File: config.mk
export PLATFORM = sky130hd
export DESIGN_NAME = mpb_rr_arbiter
export DESIGN_NICKNAME = d
export VERILOG_FILES = /design/src/rtl/mpb_pkg.sv /design/src/rtl/mpb_rr_picker.sv /design/src/rtl/mpb_rr_arbiter.sv
export SDC_FILE = /design/constraint.sdc
export NUM_CORES = 1
export LEC_CHECK = 0
export ABC_AREA = 1
export BUFFER_PORTS_ARGS = -buffer_cell sky130_fd_sc_hd__buf_2
export CAP_MARGIN = 20
export CORE_AREA = 2 2 104 106
export DETAILED_ROUTE_END_ITERATION = 8
export DIE_AREA = 0 0 106 108
export RECOVER_POWER = 25
export SLEW_MARGIN = 20
export SYNTH_ARGS = -nofsm -noshare
export SYNTH_HDL_FRONTEND = slang
export SYNTH_HIERARCHICAL = 1
export SYNTH_SLANG_ARGS = --single-unit
File: constraint.sdc
create_clock -name clk -period 1.35 [get_ports clk]
set_input_delay 0.0675 -clock clk [delete_from_list [all_inputs] [get_ports clk]]
set_output_delay 0.0675 -clock clk [all_outputs]
set_load 0.005 [all_outputs]
File: src/rtl/mpb_pkg.sv
// rtl/mpb_pkg.sv - shared MPB types, constants and round-robin pick helper
package mpb_pkg;

  localparam int MPB_ADDR_W   = 32;
  localparam int MPB_DATA_W   = 32;
  localparam int MPB_MAX_MAIN = 16;

  localparam logic [31:0] MPB_ERR_DATA = 32'hDEAD_BEEF;

  typedef enum logic {
    MPB_IDLE = 1'b0,
    MPB_BUSY = 1'b1
  } mpb_state_e;

  typedef struct packed {
    logic                  wr;
    logic [MPB_ADDR_W-1:0] addr;
    logic [MPB_DATA_W-1:0] wdata;
  } mpb_req_t;

  typedef struct packed {
    logic [MPB_DATA_W-1:0] rdata;
  } mpb_rsp_t;

  // First set request at or above ptr, wrapping at MPB_MAX_MAIN. Unused upper
  // request bits must be zero, which makes the wrap equivalent to modulo N.
  function automatic logic [MPB_MAX_MAIN-1:0] rr_pick(
    input logic [MPB_MAX_MAIN-1:0] req,
    input logic [3:0]              ptr
  );
    logic [MPB_MAX_MAIN-1:0] gnt;
    logic                    found;
    logic [3:0]              k;
    gnt   = '0;
    found = 1'b0;
    for (int i = 0; i < MPB_MAX_MAIN; i++) begin
      k = ptr + 4'(i);
      if (!found && req[k]) begin
        gnt[k] = 1'b1;
        found  = 1'b1;
      end
    end
    return gnt;
  endfunction

endpackage

File: src/rtl/mpb_rr_picker.sv
// rtl/mpb_rr_picker.sv - combinational round-robin priority selector
module mpb_rr_picker
  import mpb_pkg::*;
#(
  parameter int NUM_MAIN = 2,
  localparam int PTR_W   = $clog2(NUM_MAIN)
) (
  input  logic [NUM_MAIN-1:0] i_req,
  input  logic [PTR_W-1:0]    i_ptr,
  output logic [NUM_MAIN-1:0] o_gnt,
  output logic [PTR_W-1:0]    o_idx
);

  logic [MPB_MAX_MAIN-1:0] w_gnt_full;

  assign w_gnt_full = rr_pick(MPB_MAX_MAIN'(i_req), 4'(i_ptr));
  assign o_gnt      = w_gnt_full[NUM_MAIN-1:0];

  // Upper bits are always zero because their requests are zero-padded.
  if (NUM_MAIN < MPB_MAX_MAIN) begin : g_hi
    logic w_unused_hi;
    assign w_unused_hi = |w_gnt_full[MPB_MAX_MAIN-1:NUM_MAIN];
  end

  // Encode the one-hot grant into an index.
  always_comb begin
    o_idx = '0;
    for (int i = 0; i < NUM_MAIN; i++) begin
      if (o_gnt[i]) o_idx = PTR_W'(i);
    end
  end

endmodule

File: src/rtl/mpb_rr_arbiter.sv
// rtl/mpb_rr_arbiter.sv - N-to-1 MPB round-robin arbiter with stall timeout
module mpb_rr_arbiter
  import mpb_pkg::*;
#(
  parameter int          NUM_MAIN = 2,
  parameter int          ADDR_W   = 32,
  parameter int          DATA_W   = 32,
  parameter int          TIMEOUT  = 256,
  parameter logic [31:0] ERR_DATA = MPB_ERR_DATA
) (
  input  logic                       clk,
  input  logic                       reset_n,
  input  logic [NUM_MAIN-1:0]        m_vld,
  input  logic [NUM_MAIN-1:0]        m_wr,
  input  logic [NUM_MAIN*ADDR_W-1:0] m_addr,
  input  logic [NUM_MAIN*DATA_W-1:0] m_wdata,
  output logic [NUM_MAIN-1:0]        m_rdy,
  output logic [DATA_W-1:0]          m_rdata,
  output logic                       s_vld,
  output logic                       s_wr,
  output logic [ADDR_W-1:0]          s_addr,
  output logic [DATA_W-1:0]          s_wdata,
  input  logic                       s_rdy,
  input  logic [DATA_W-1:0]          s_rdata,
  output logic [NUM_MAIN-1:0]        grant,
  output logic                       timeout_err
);

  localparam int                PTR_W = $clog2(NUM_MAIN);
  localparam logic [DATA_W-1:0] ERR_W = DATA_W'(ERR_DATA);

  mpb_state_e          r_state, w_state_nxt;
  logic [NUM_MAIN-1:0] r_grant, w_grant_nxt;
  logic [PTR_W-1:0]    r_gidx, w_gidx_nxt;
  logic [PTR_W-1:0]    r_ptr, w_ptr_nxt;
  logic [PTR_W-1:0]    w_ptr_succ;
  logic [NUM_MAIN-1:0] w_pick_gnt;
  logic [PTR_W-1:0]    w_pick_idx;
  logic                w_busy;
  logic                w_abort;
  logic                w_stall;

  mpb_rr_picker #(
    .NUM_MAIN (NUM_MAIN)
  ) u_picker (
    .i_req (m_vld),
    .i_ptr (r_ptr),
    .o_gnt (w_pick_gnt),
    .o_idx (w_pick_idx)
  );

  assign w_busy      = (r_state == MPB_BUSY);
  assign w_stall     = s_vld && !s_rdy;
  assign w_ptr_succ  = (int'(r_gidx) == NUM_MAIN - 1) ? '0 : r_gidx + 1'b1;
  assign grant       = r_grant;
  assign timeout_err = w_abort;

  // Stall counter; only exists when a timeout limit is configured.
  if (TIMEOUT > 0) begin : g_tmo
    localparam int CNT_W = $clog2(TIMEOUT + 1);
    logic [CNT_W-1:0] r_cnt;

    // Count stalled BUSY cycles; held at zero outside BUSY so each grant starts fresh.
    always_ff @(posedge clk or negedge reset_n) begin
      if (!reset_n) begin
        r_cnt <= '0;
      end else if (!w_busy) begin
        r_cnt <= '0;
      end else if (w_stall) begin
        r_cnt <= r_cnt + 1'b1;
      end
    end

    assign w_abort = w_busy && (r_cnt == CNT_W'(TIMEOUT));
  end else begin : g_no_tmo
    assign w_abort = 1'b0;
  end

  // Arbitration state, grant and round-robin pointer registers.
  always_ff @(posedge clk or negedge reset_n) begin
    if (!reset_n) begin
      r_state <= MPB_IDLE;
      r_grant <= '0;
      r_gidx  <= '0;
      r_ptr   <= '0;
    end else begin
      r_state <= w_state_nxt;
      r_grant <= w_grant_nxt;
      r_gidx  <= w_gidx_nxt;
      r_ptr   <= w_ptr_nxt;
    end
  end

  // Next state: arbitrate in IDLE; leave BUSY on abort, handshake or dropped request.
  always_comb begin
    w_state_nxt = r_state;
    w_grant_nxt = r_grant;
    w_gidx_nxt  = r_gidx;
    w_ptr_nxt   = r_ptr;
    case (r_state)
      MPB_IDLE: begin
        if (|m_vld) begin
          w_state_nxt = MPB_BUSY;
          w_grant_nxt = w_pick_gnt;
          w_gidx_nxt  = w_pick_idx;
        end
      end
      MPB_BUSY: begin
        if (w_abort || (s_vld && s_rdy)) begin
          w_state_nxt = MPB_IDLE;
          w_grant_nxt = '0;
          w_ptr_nxt   = w_ptr_succ;
        end else if (!m_vld[r_gidx]) begin
          // Main withdrew without a handshake: no transfer, pointer unchanged.
          w_state_nxt = MPB_IDLE;
          w_grant_nxt = '0;
        end
      end
      default: begin
        w_state_nxt = MPB_IDLE;
        w_grant_nxt = '0;
      end
    endcase
  end

  // Bus muxing: route the granted main to the secondary, or the abort response back.
  always_comb begin
    s_vld   = 1'b0;
    s_wr    = 1'b0;
    s_addr  = '0;
    s_wdata = '0;
    m_rdy   = '0;
    m_rdata = s_rdata;
    if (w_busy) begin
      s_vld         = m_vld[r_gidx] && !w_abort;
      s_wr          = m_wr[r_gidx];
      s_addr        = m_addr[int'(r_gidx)*ADDR_W +: ADDR_W];
      s_wdata       = m_wdata[int'(r_gidx)*DATA_W +: DATA_W];
      m_rdy[r_gidx] = w_abort ? 1'b1 : s_rdy;
      if (w_abort) m_rdata = ERR_W;
    end
  end

endmodule

# [Word level (Yosys, flattened, before mapping)]
# Cells that the tools add are included.
[totals] reg_bits=14 inputBits=167 out_inout_bits=103 wordCells=258
[classes] n_addsub=17 magnitude_cmp=34 n_eq_ne=4 shifts=2 muxes=121 bitwise=17 reduce_logical=58
[ops] cell="$mux 32" count=4
[ops] cell="$shiftx 64x7->32" count=2
[ops] cell="$lt 4x5->1 const B" count=15
[ops] cell="$mux 1" count=61
[ops] cell="$bmux 1 s4" count=15
[ops] cell="$demux 1 s4" count=15
[ops] cell="$ge 4x1->1 const B" count=15
[ops] cell="$mux 2" count=20
[ops] cell="$logic_and 1x1->1" count=36
[ops] cell="$or 2x2->2" count=15
[ops] cell="$mux 9" count=2
[ops] cell="$logic_not 1->1" count=17
[ops] cell="$add 1x3->4 const B" count=4
[ops] cell="$add 1x4->4 const B" count=4
[ops] cell="$add 9x1->9 const B" count=1
[ops] cell="$eq 9x9->1 const B" count=1
[ops] cell="$add 2x3->4 const B" count=2
[ops] cell="$add 1x2->3 const B" count=2
[ops] cell="$reduce_and 2->1" count=3
[ops] cell="$lt 1x5->1 const B" count=1
[ops] cell="$pmux 2 s2" count=1
[ops] cell="$add 2x1->3 const B" count=1
[ops] cell="$add 2x2->3 const B" count=1
[ops] cell="$ne 3x3->1 const B" count=1
[ops] cell="12 further kinds" count=14

# [Logic depth before layout (Yosys ltp)]
# Gate-level depths: netlist of the first run.
[logic_depth] ltp_word=50 depth_mapped=9 depth_no_buf=9

# [Hierarchy]
# The synthesis of the first run kept the hierarchy.
[by_module_without_submodules] mod="mpb_rr_arbiter" n_inst=1 cells_per_inst=420 area_per_inst_um2=2093.3 seq_area_each_um2=350.3
[by_module_without_submodules] mod="mpb_rr_picker" n_inst=1 cells_per_inst=5 area_per_inst_um2=35.0 seq_area_each_um2=0.0

# [Worst setup path before layout of the first run]
# No wires, ideal clock.
[synth_path] path_type="register -> register" from="register g_tmo.r_cnt[0]" to="register g_tmo.r_cnt[2]" setup_ps=117 arrival_time_ps=1233 required_ps=1233 setup_slack_ps=0 path_stages_with_launch=10 path_buffers=1 period_less_slack_ps=1350 cell_sequence="dfrtp_1 -> inv_1 -> ha_1 -> nand2_2 -> nor2_1 -> nand3_1 -> nand3_2 -> buf_6 -> nand3_1 -> nand2_1"
[synth_via] elab_chain_len=7 word_cells_on_any_way=10 classes_between="1 x add/sub; 2 x eq/ne; 3 x mux; 4 x reduce/logical"
[synth_lines] item="start: declaration" line_no="mpb_rr_arbiter.sv:61" text="logic [CNT_W-1:0] r_cnt;"
[synth_lines] item="start signal: assignment" line_no="mpb_rr_arbiter.sv:70" text="r_cnt <= r_cnt + 1'b1;"
[synth_lines] item="parallel branches: the longest is 7 deep, another holds $add 9x1->9"
# Parallel ways; which one is timed is not known. The select of a mux whose other input is x is not followed.
# A chain may end at the register's enable or synchronous reset.

# [Worst setup path in the final report of the first run]
[layout_path] from="register g_tmo.r_cnt[0]" to="output m_rdata[8]"
[layout_via] elab_chain_len=4
[layout_lines] item="$eq 9x9->1" line_no="mpb_rr_arbiter.sv:74" text="assign w_abort = w_busy && (r_cnt == CNT_W'(TIMEOUT));"
[layout_lines] item="$logic_and 1x1->1" line_no="mpb_rr_arbiter.sv:74"
[layout_lines] item="$mux 32" line_no="mpb_rr_arbiter.sv:140" text="if (w_abort) m_rdata = ERR_W;"
[layout_lines] item="$mux 32" line_no="mpb_rr_arbiter.sv:134" text="if (w_busy) begin"
[layout_lines] item="end: declaration" line_no="mpb_rr_arbiter.sv:18" text="output logic [DATA_W-1:0] m_rdata,"
# No other way between the ends.

==> impl_metrics.env, run 1 <==
export IMPL_yosys_area_share_adder_pct=1.18
export IMPL_maxSlewViolCount=0
export IMPL_violations="setup timing"
export IMPL_cts_sink_count=14
export IMPL_antenna_cells=0
export IMPL_antenna_found_initial=0
export IMPL_wl_met2_mm=5.77
export IMPL_cap_viol_max_count=0
export IMPL_synthMuxAreaShare_pct=0
export IMPL_p_clk_share_pct=5.8
export IMPL_cts_buffer_depth=2
export IMPL_timing_worst_setup_path_type="reg2out"
export IMPL_syn_nets=594
export IMPL_grt_pass1_wl_mm=16.9
export IMPL_ant_nets=0
export IMPL_yosys_area_share_xor_xnor_pct=0.823
export IMPL_power_density_mw_per_mm2=1570
export IMPL_switching_share_pct=42.6
export IMPL_die_x_um=106
export IMPL_syn_avg_cell_area_um2=5.01
export IMPL_seqPwrFrac_pct=8.0
export IMPL_cp_start_kind="flip-flop"
export IMPL_gr_usage_all_layers_pct=18.5
export IMPL_power_frac_comb_pct=86.2
export IMPL_fin_skew_ps=0.729
export IMPL_met1_length_mm=4.83
export IMPL_synthesis_area_mm2=0.00213
export IMPL_synthDistinctLibCells=23
export IMPL_worst_slack_ps=-296
export IMPL_worstSetupStartpoint="g_tmo.r_cnt[0]"
export IMPL_layout_min_cycle_time_ps=1650
export IMPL_nets=908
export IMPL_p_switching_w=0.00313
export IMPL_yosys_register_bits=14
export IMPL_cts_tree="yes"
export IMPL_vias=3825
export IMPL_die_area_mm2=0.0114
export IMPL_drt_iter0_drc=147
export IMPL_internal_power_w=0.00422
export IMPL_wl_per_cell_um=13.2
export IMPL_setup_tns_final_ps=-21150
export IMPL_post_route_period_util_pct=122
export IMPL_ios=270
export IMPL_drive_gt1_share_pct=51.6
export IMPL_fmaxAchievable_mhz=607
export IMPL_coreArea_mm2=0.0102
export IMPL_critPathRequiredTime_ps=1280
export IMPL_cts_root_buf="clkbuf_8"
export IMPL_place_congestion=0.800
export IMPL_hp_class="in2reg"
export IMPL_grt_max_degree=29
export IMPL_clk_latency_ps=250
export IMPL_yosysWarnings=6
export IMPL_ir_worst_vdd_mv=0.653
export IMPL_drc=0
export IMPL_die_y_um=108
export IMPL_final_common_cell="buf_2"
export IMPL_grt_pass1_vias=3499
export IMPL_status="finished, violations left"
export IMPL_ys_seq_area_share_pct=16.5
export IMPL_r2r_start="g_tmo.r_cnt[0]"
export IMPL_area_delta_synth_final_pct=120
export IMPL_portBuffers=269
export IMPL_numCtsBuffers=3
export IMPL_crit_fanout=5
export IMPL_hold_violations=0
export IMPL_grt_setup_unrepaired="yes"
export IMPL_top_layer_used="met4"
export IMPL_initial_utilization_pct=20.8
export IMPL_first_pass_iters=5
export IMPL_syn_inst=425
export IMPL_setup_viol=113
export IMPL_rrSetupSlack_ps=-170
export IMPL_slew_headroom_pct=46.7
export IMPL_rows=37
export IMPL_tightest_slew_ps=799
export IMPL_routed_via_density=4.38
export IMPL_end_kind="output port"
export IMPL_hpwl_mm=7.97
export IMPL_min_from="m_vld[0]"
export IMPL_synth_simple_area_share_pct=62.9
export IMPL_grt_overflow=0
export IMPL_route_met3_wl_um=847
export IMPL_cts_clk_slew_worst_paths_ps=60
export IMPL_p_leak_nw=3.04
export IMPL_synth_top_family_by_area="simple AND/OR/NAND/NOR gates"
export IMPL_htreeDepth=1
export IMPL_drt_wl_total_mm=11.6
export IMPL_final_cell_mix="269 x buf_2, 186 x nand2_1, 78 x nand3_1"
export IMPL_worst_ep_arrival_time_ps=1580
export IMPL_p_total_w=0.00735
export IMPL_synth_compound_area_share_pct=2.29
## registers in the layout, summed over array words and instances, names as in the netlist
register,cells
grant,2
r_gidx,1
g_tmo.r_cnt,9
r_state,1
r_ptr,1
## final timing paths
path,to,cells after the start
setup / recovery,m_rdata[8],8
hold / removal,grant[1],4
setup reg to reg,grant[1],11
hold reg to reg,grant[0],2
max in group asynchronous,r_state,2
min in group asynchronous,grant[0],2
## power groups by stage
stage / registers, W / logic, W / clock network [W]
6_report: 0.000591 / 0.00634 / 0.000424
5_1_grt: 0.000600 / 0.00684 / 0.000460
4_1_cts: 0.000589 / 0.00629 / 0.000434
3_5_place_dp: 0.000598 / 0.00394 / 0
3_3_place_gp: 0.000596 / 0.00397 / 0
2_1_floorplan: 0.000570 / 0.00205 / 0
## final cells by class
type,instances,area (µm²)
Fill cell,1096,5560
Timing Repair Buffer,337,2340
Multi-Input combinational cell,331,1560
Sequential cell,14,352
Inverter,52,198
Tap cell,136,170
Clock buffer,4,55.1
## cell families (layout without fill, tap and decap cells)
family | Yosys count | after routing
AOI/OAI and AO/OA | 7 | 7
xor gates and xnor gates | 2 | 2
adders and majority gates | 2 | 2
buffers and inverters | 80 | 393
DFF | 14 | 14
and+or+nand+nor | 320 | 320
## stage by stage
stage               hold WS (ps)  instance area, µm²  setup WS [ps]  cells  utilization (%)
global route                 151                4680           -368    874             45.7
CTS                          141                4640           -296    873             45.4
global placement           -8.17                3790          -60.8    837             37.1
floorplan                   -228                2130           14.3    425                -
finish                       136                4680           -296    874             45.7
detailed placement         -6.92                3790          -89.9    837             37.1
## synthesized netlist by cell type
cell type	n	share of area [%]
a21oi_2	1	0.41
dfrtp_1	14	16
nand4_1	1	0.29
nand2_2	3	0.88
a21oi_1	2	0.47
nor3b_1	1	0.35
inv_1	50	8.8
inv_2	2	0.35
a21boi_2	1	0.53
clkbuf_1	9	1.6
ha_1	2	1.2
nand3_1	80	19
buf_1	2	0.35
nand2_1	208	37
buf_2	11	2.6
nand3_2	1	0.47
o21ai_0	2	0.47
buf_6	3	1.6
buf_4	3	1.1
xor2_1	2	0.82
nor4_4	1	1.0
o21ai_2	1	0.41
nor2_1	25	4.4
## layer usage
layer	GRT usage, %	vias to the layer above
met2	33.7	201
met4	3.48	0
met3	2.29	13
met1	23.6	1667
li1	-	1944
met5	0	-
## worst max-delay path: stages (launching register included)
cell	delay (ps)
dfrtp_1	380
inv_2	80
ha_4	120
nand2_2	50
buf_6	110
nor4_4	220
buf_2	200
nor2_1	50
buf_2	120
## repair_timing
item,4_1_cts,5_1_grt
endpoints found under the hold margin,14,0
pin swaps,3,0
gates cloned,17,0
buffers inserted,14,1
resized for setup,67,7
endpoints found under the setup margin,114,114
hold buffers,1,0
Note: power is estimated with default switching activity, not from simulation.
==> run 2: changes to the inputs <==
--- a/config.mk
+++ b/config.mk
@@ -12,6 +12,7 @@
 export DETAILED_ROUTE_END_ITERATION = 8
 export DIE_AREA = 0 0 106 108
 export RECOVER_POWER = 25
+export SETUP_SLACK_MARGIN = 0.4
 export SLEW_MARGIN = 20
 export SYNTH_ARGS = -nofsm -noshare
 export SYNTH_HDL_FRONTEND = slang
==> impl_metrics.env, run 2 (synthesis results as in run 1) <==
export IMPL_status="finished, violations left"
export IMPL_violations="setup timing"
export IMPL_die_area_mm2=0.0114
export IMPL_drc=0
export IMPL_wl_per_cell_um=15.6
export IMPL_worst_ep_arrival_time_ps=1630
export IMPL_grt_setup_unrepaired="yes"
export IMPL_tightest_slew_ps=773
export IMPL_cp_start_kind="flip-flop"
export IMPL_p_total_w=0.0103
export IMPL_die_y_um=108
export IMPL_drive_gt1_share_pct=73.5
export IMPL_antenna_found_initial=0
export IMPL_initial_utilization_pct=20.8
export IMPL_gr_usage_all_layers_pct=21.9
export IMPL_area_delta_synth_final_pct=191
export IMPL_regMostFlops="g_tmo.r_cnt"
export IMPL_cts_clk_slew_worst_paths_ps=60
export IMPL_hp_class="in2reg"
export IMPL_rows=37
export IMPL_critPathRequiredTime_ps=1280
export IMPL_numCtsBuffers=3
export IMPL_fillers=900
export IMPL_final_cell_mix="250 x buf_2, 98 x nand2_1, 73 x nand2_2"
export IMPL_die_x_um=106
export IMPL_final_common_cell="buf_2"
export IMPL_setup_viol=112
export IMPL_cts_root_buf="clkbuf_8"
export IMPL_ant_nets=0
export IMPL_post_route_period_util_pct=125
export IMPL_place_congestion=0.799
export IMPL_cap_viol_max_count=0
export IMPL_grt_pass1_vias=3788
export IMPL_slew_headroom_pct=48.5
export IMPL_grt_max_degree=25
export IMPL_vias=4101
export IMPL_setup_tns_final_ps=-25480
export IMPL_end_kind="output port"
export IMPL_grt_overflow=0
export IMPL_p_leak_nw=3.64
export IMPL_worst_slack_ps=-343
export IMPL_hpwl_mm=7.80
export IMPL_crit_fanout=6
export IMPL_layout_min_cycle_time_ps=1690
export IMPL_antenna_cells=0
export IMPL_coreArea_mm2=0.0102
export IMPL_cts_buffer_depth=2
export IMPL_fmaxAchievable_mhz=591
export IMPL_fin_skew_ps=4.55
export IMPL_first_pass_iters=4
export IMPL_nets=940
export IMPL_multi_input_area_mm2=0.00232
export IMPL_cts_sink_count=14
export IMPL_clk_latency_ps=260
export IMPL_portBuffers=269
export IMPL_regArea_um2=352
export IMPL_maxSlewViolCount=0
export IMPL_ios=270
export IMPL_htreeDepth=1
export IMPL_timing_hold_ws_ps=124
export IMPL_timing_worst_setup_path_type="reg2out"
export IMPL_routed_via_density=4.53
export IMPL_cts_tree="yes"
export IMPL_grt_pass1_wl_mm=19.7
export IMPL_drt_iter0_drc=252
export IMPL_power_density_mw_per_mm2=1660
export IMPL_hold_violations=0
export IMPL_largest_reg_flops=9
export IMPL_ir_worst_vdd_mv=0.807
export IMPL_drt_wl_total_mm=14.1
run 2: cell count changes in the layout (fill, tap and decap cells not counted), sizes merged:
cell / delta
nand3: +1
buf: +33
bufbuf: -4
clkbuf: +2
run 2: area by class of cell:
class	instances	share of cell area, %
timing repair buffer	368	50.0
sequential	14	5.67
clock buffer	4	0.888
inverter	52	3.23
multi-input combinational	332	37.5
tap	136	2.74
run 2: metal layers:
layer  vias to the layer above  track usage, %  share of wire [%]
li1                       2008               -                  -
met1                      1876            26.8                 38
met2                       194            39.9                 52
met3                        23            4.40                8.3
met4                         0            4.23                1.9
met5                         -               0                  0
run 2: what timing repair did:
action | CTS | global route
hold buffers | 1 | 0
resized for setup | 175 | 123
hold endpoints to repair | 14 | 0
endpoints found under the setup margin | 115 | 115
setup buffers | 28 | 6
gates cloned | 28 | 2
pin swaps | 38 | 64
run 2: stage by stage:
stage	area, µm²	setup WS (ps)	std cells	utilization, %
4_1_cts	5570	-312	898	54.4
3_5_place_dp	3890	-68.4	837	38.0
3_3_place_gp	3890	-51.2	837	38.0
6_report	6200	-343	906	60.6
2_1_floorplan	2300	50.7	425	-
5_1_grt	6200	-426	906	60.6
run 2: worst max-delay path: stages (launching register included):
cell and delay (ps):
dfrtp_1 400, inv_2 70, ha_4 130, nand2_4 50
nor2_4 110, nand3_4 130, buf_12 170, clkbuf_16 150
nand2_2 50, buf_2 100
run 2: worst paths after layout:
kind                                     start              to  slack [ps]  cells after the start
worst max-delay path            g_tmo.r_cnt[1]     m_rdata[13]        -340                      9
worst min-delay path                     s_rdy           r_ptr         120                      4
worst max register to register  g_tmo.r_cnt[1]  g_tmo.r_cnt[3]        -150                     10
worst min register to register        grant[0]        grant[0]         500                      2
max in group asynchronous              reset_n         r_state         420                      2
min in group asynchronous              reset_n  g_tmo.r_cnt[3]         400                      2
run 2: power by group:
part	leakage [nW]	switching (W)	internal, W	total [W]
sequential	0.187	0.0000988	0.000508	0.000607
combinational	3.42	0.00413	0.00511	0.00925
clock	0.0288	0.000171	0.000259	0.000430
total	3.64	0.00440	0.00588	0.0103
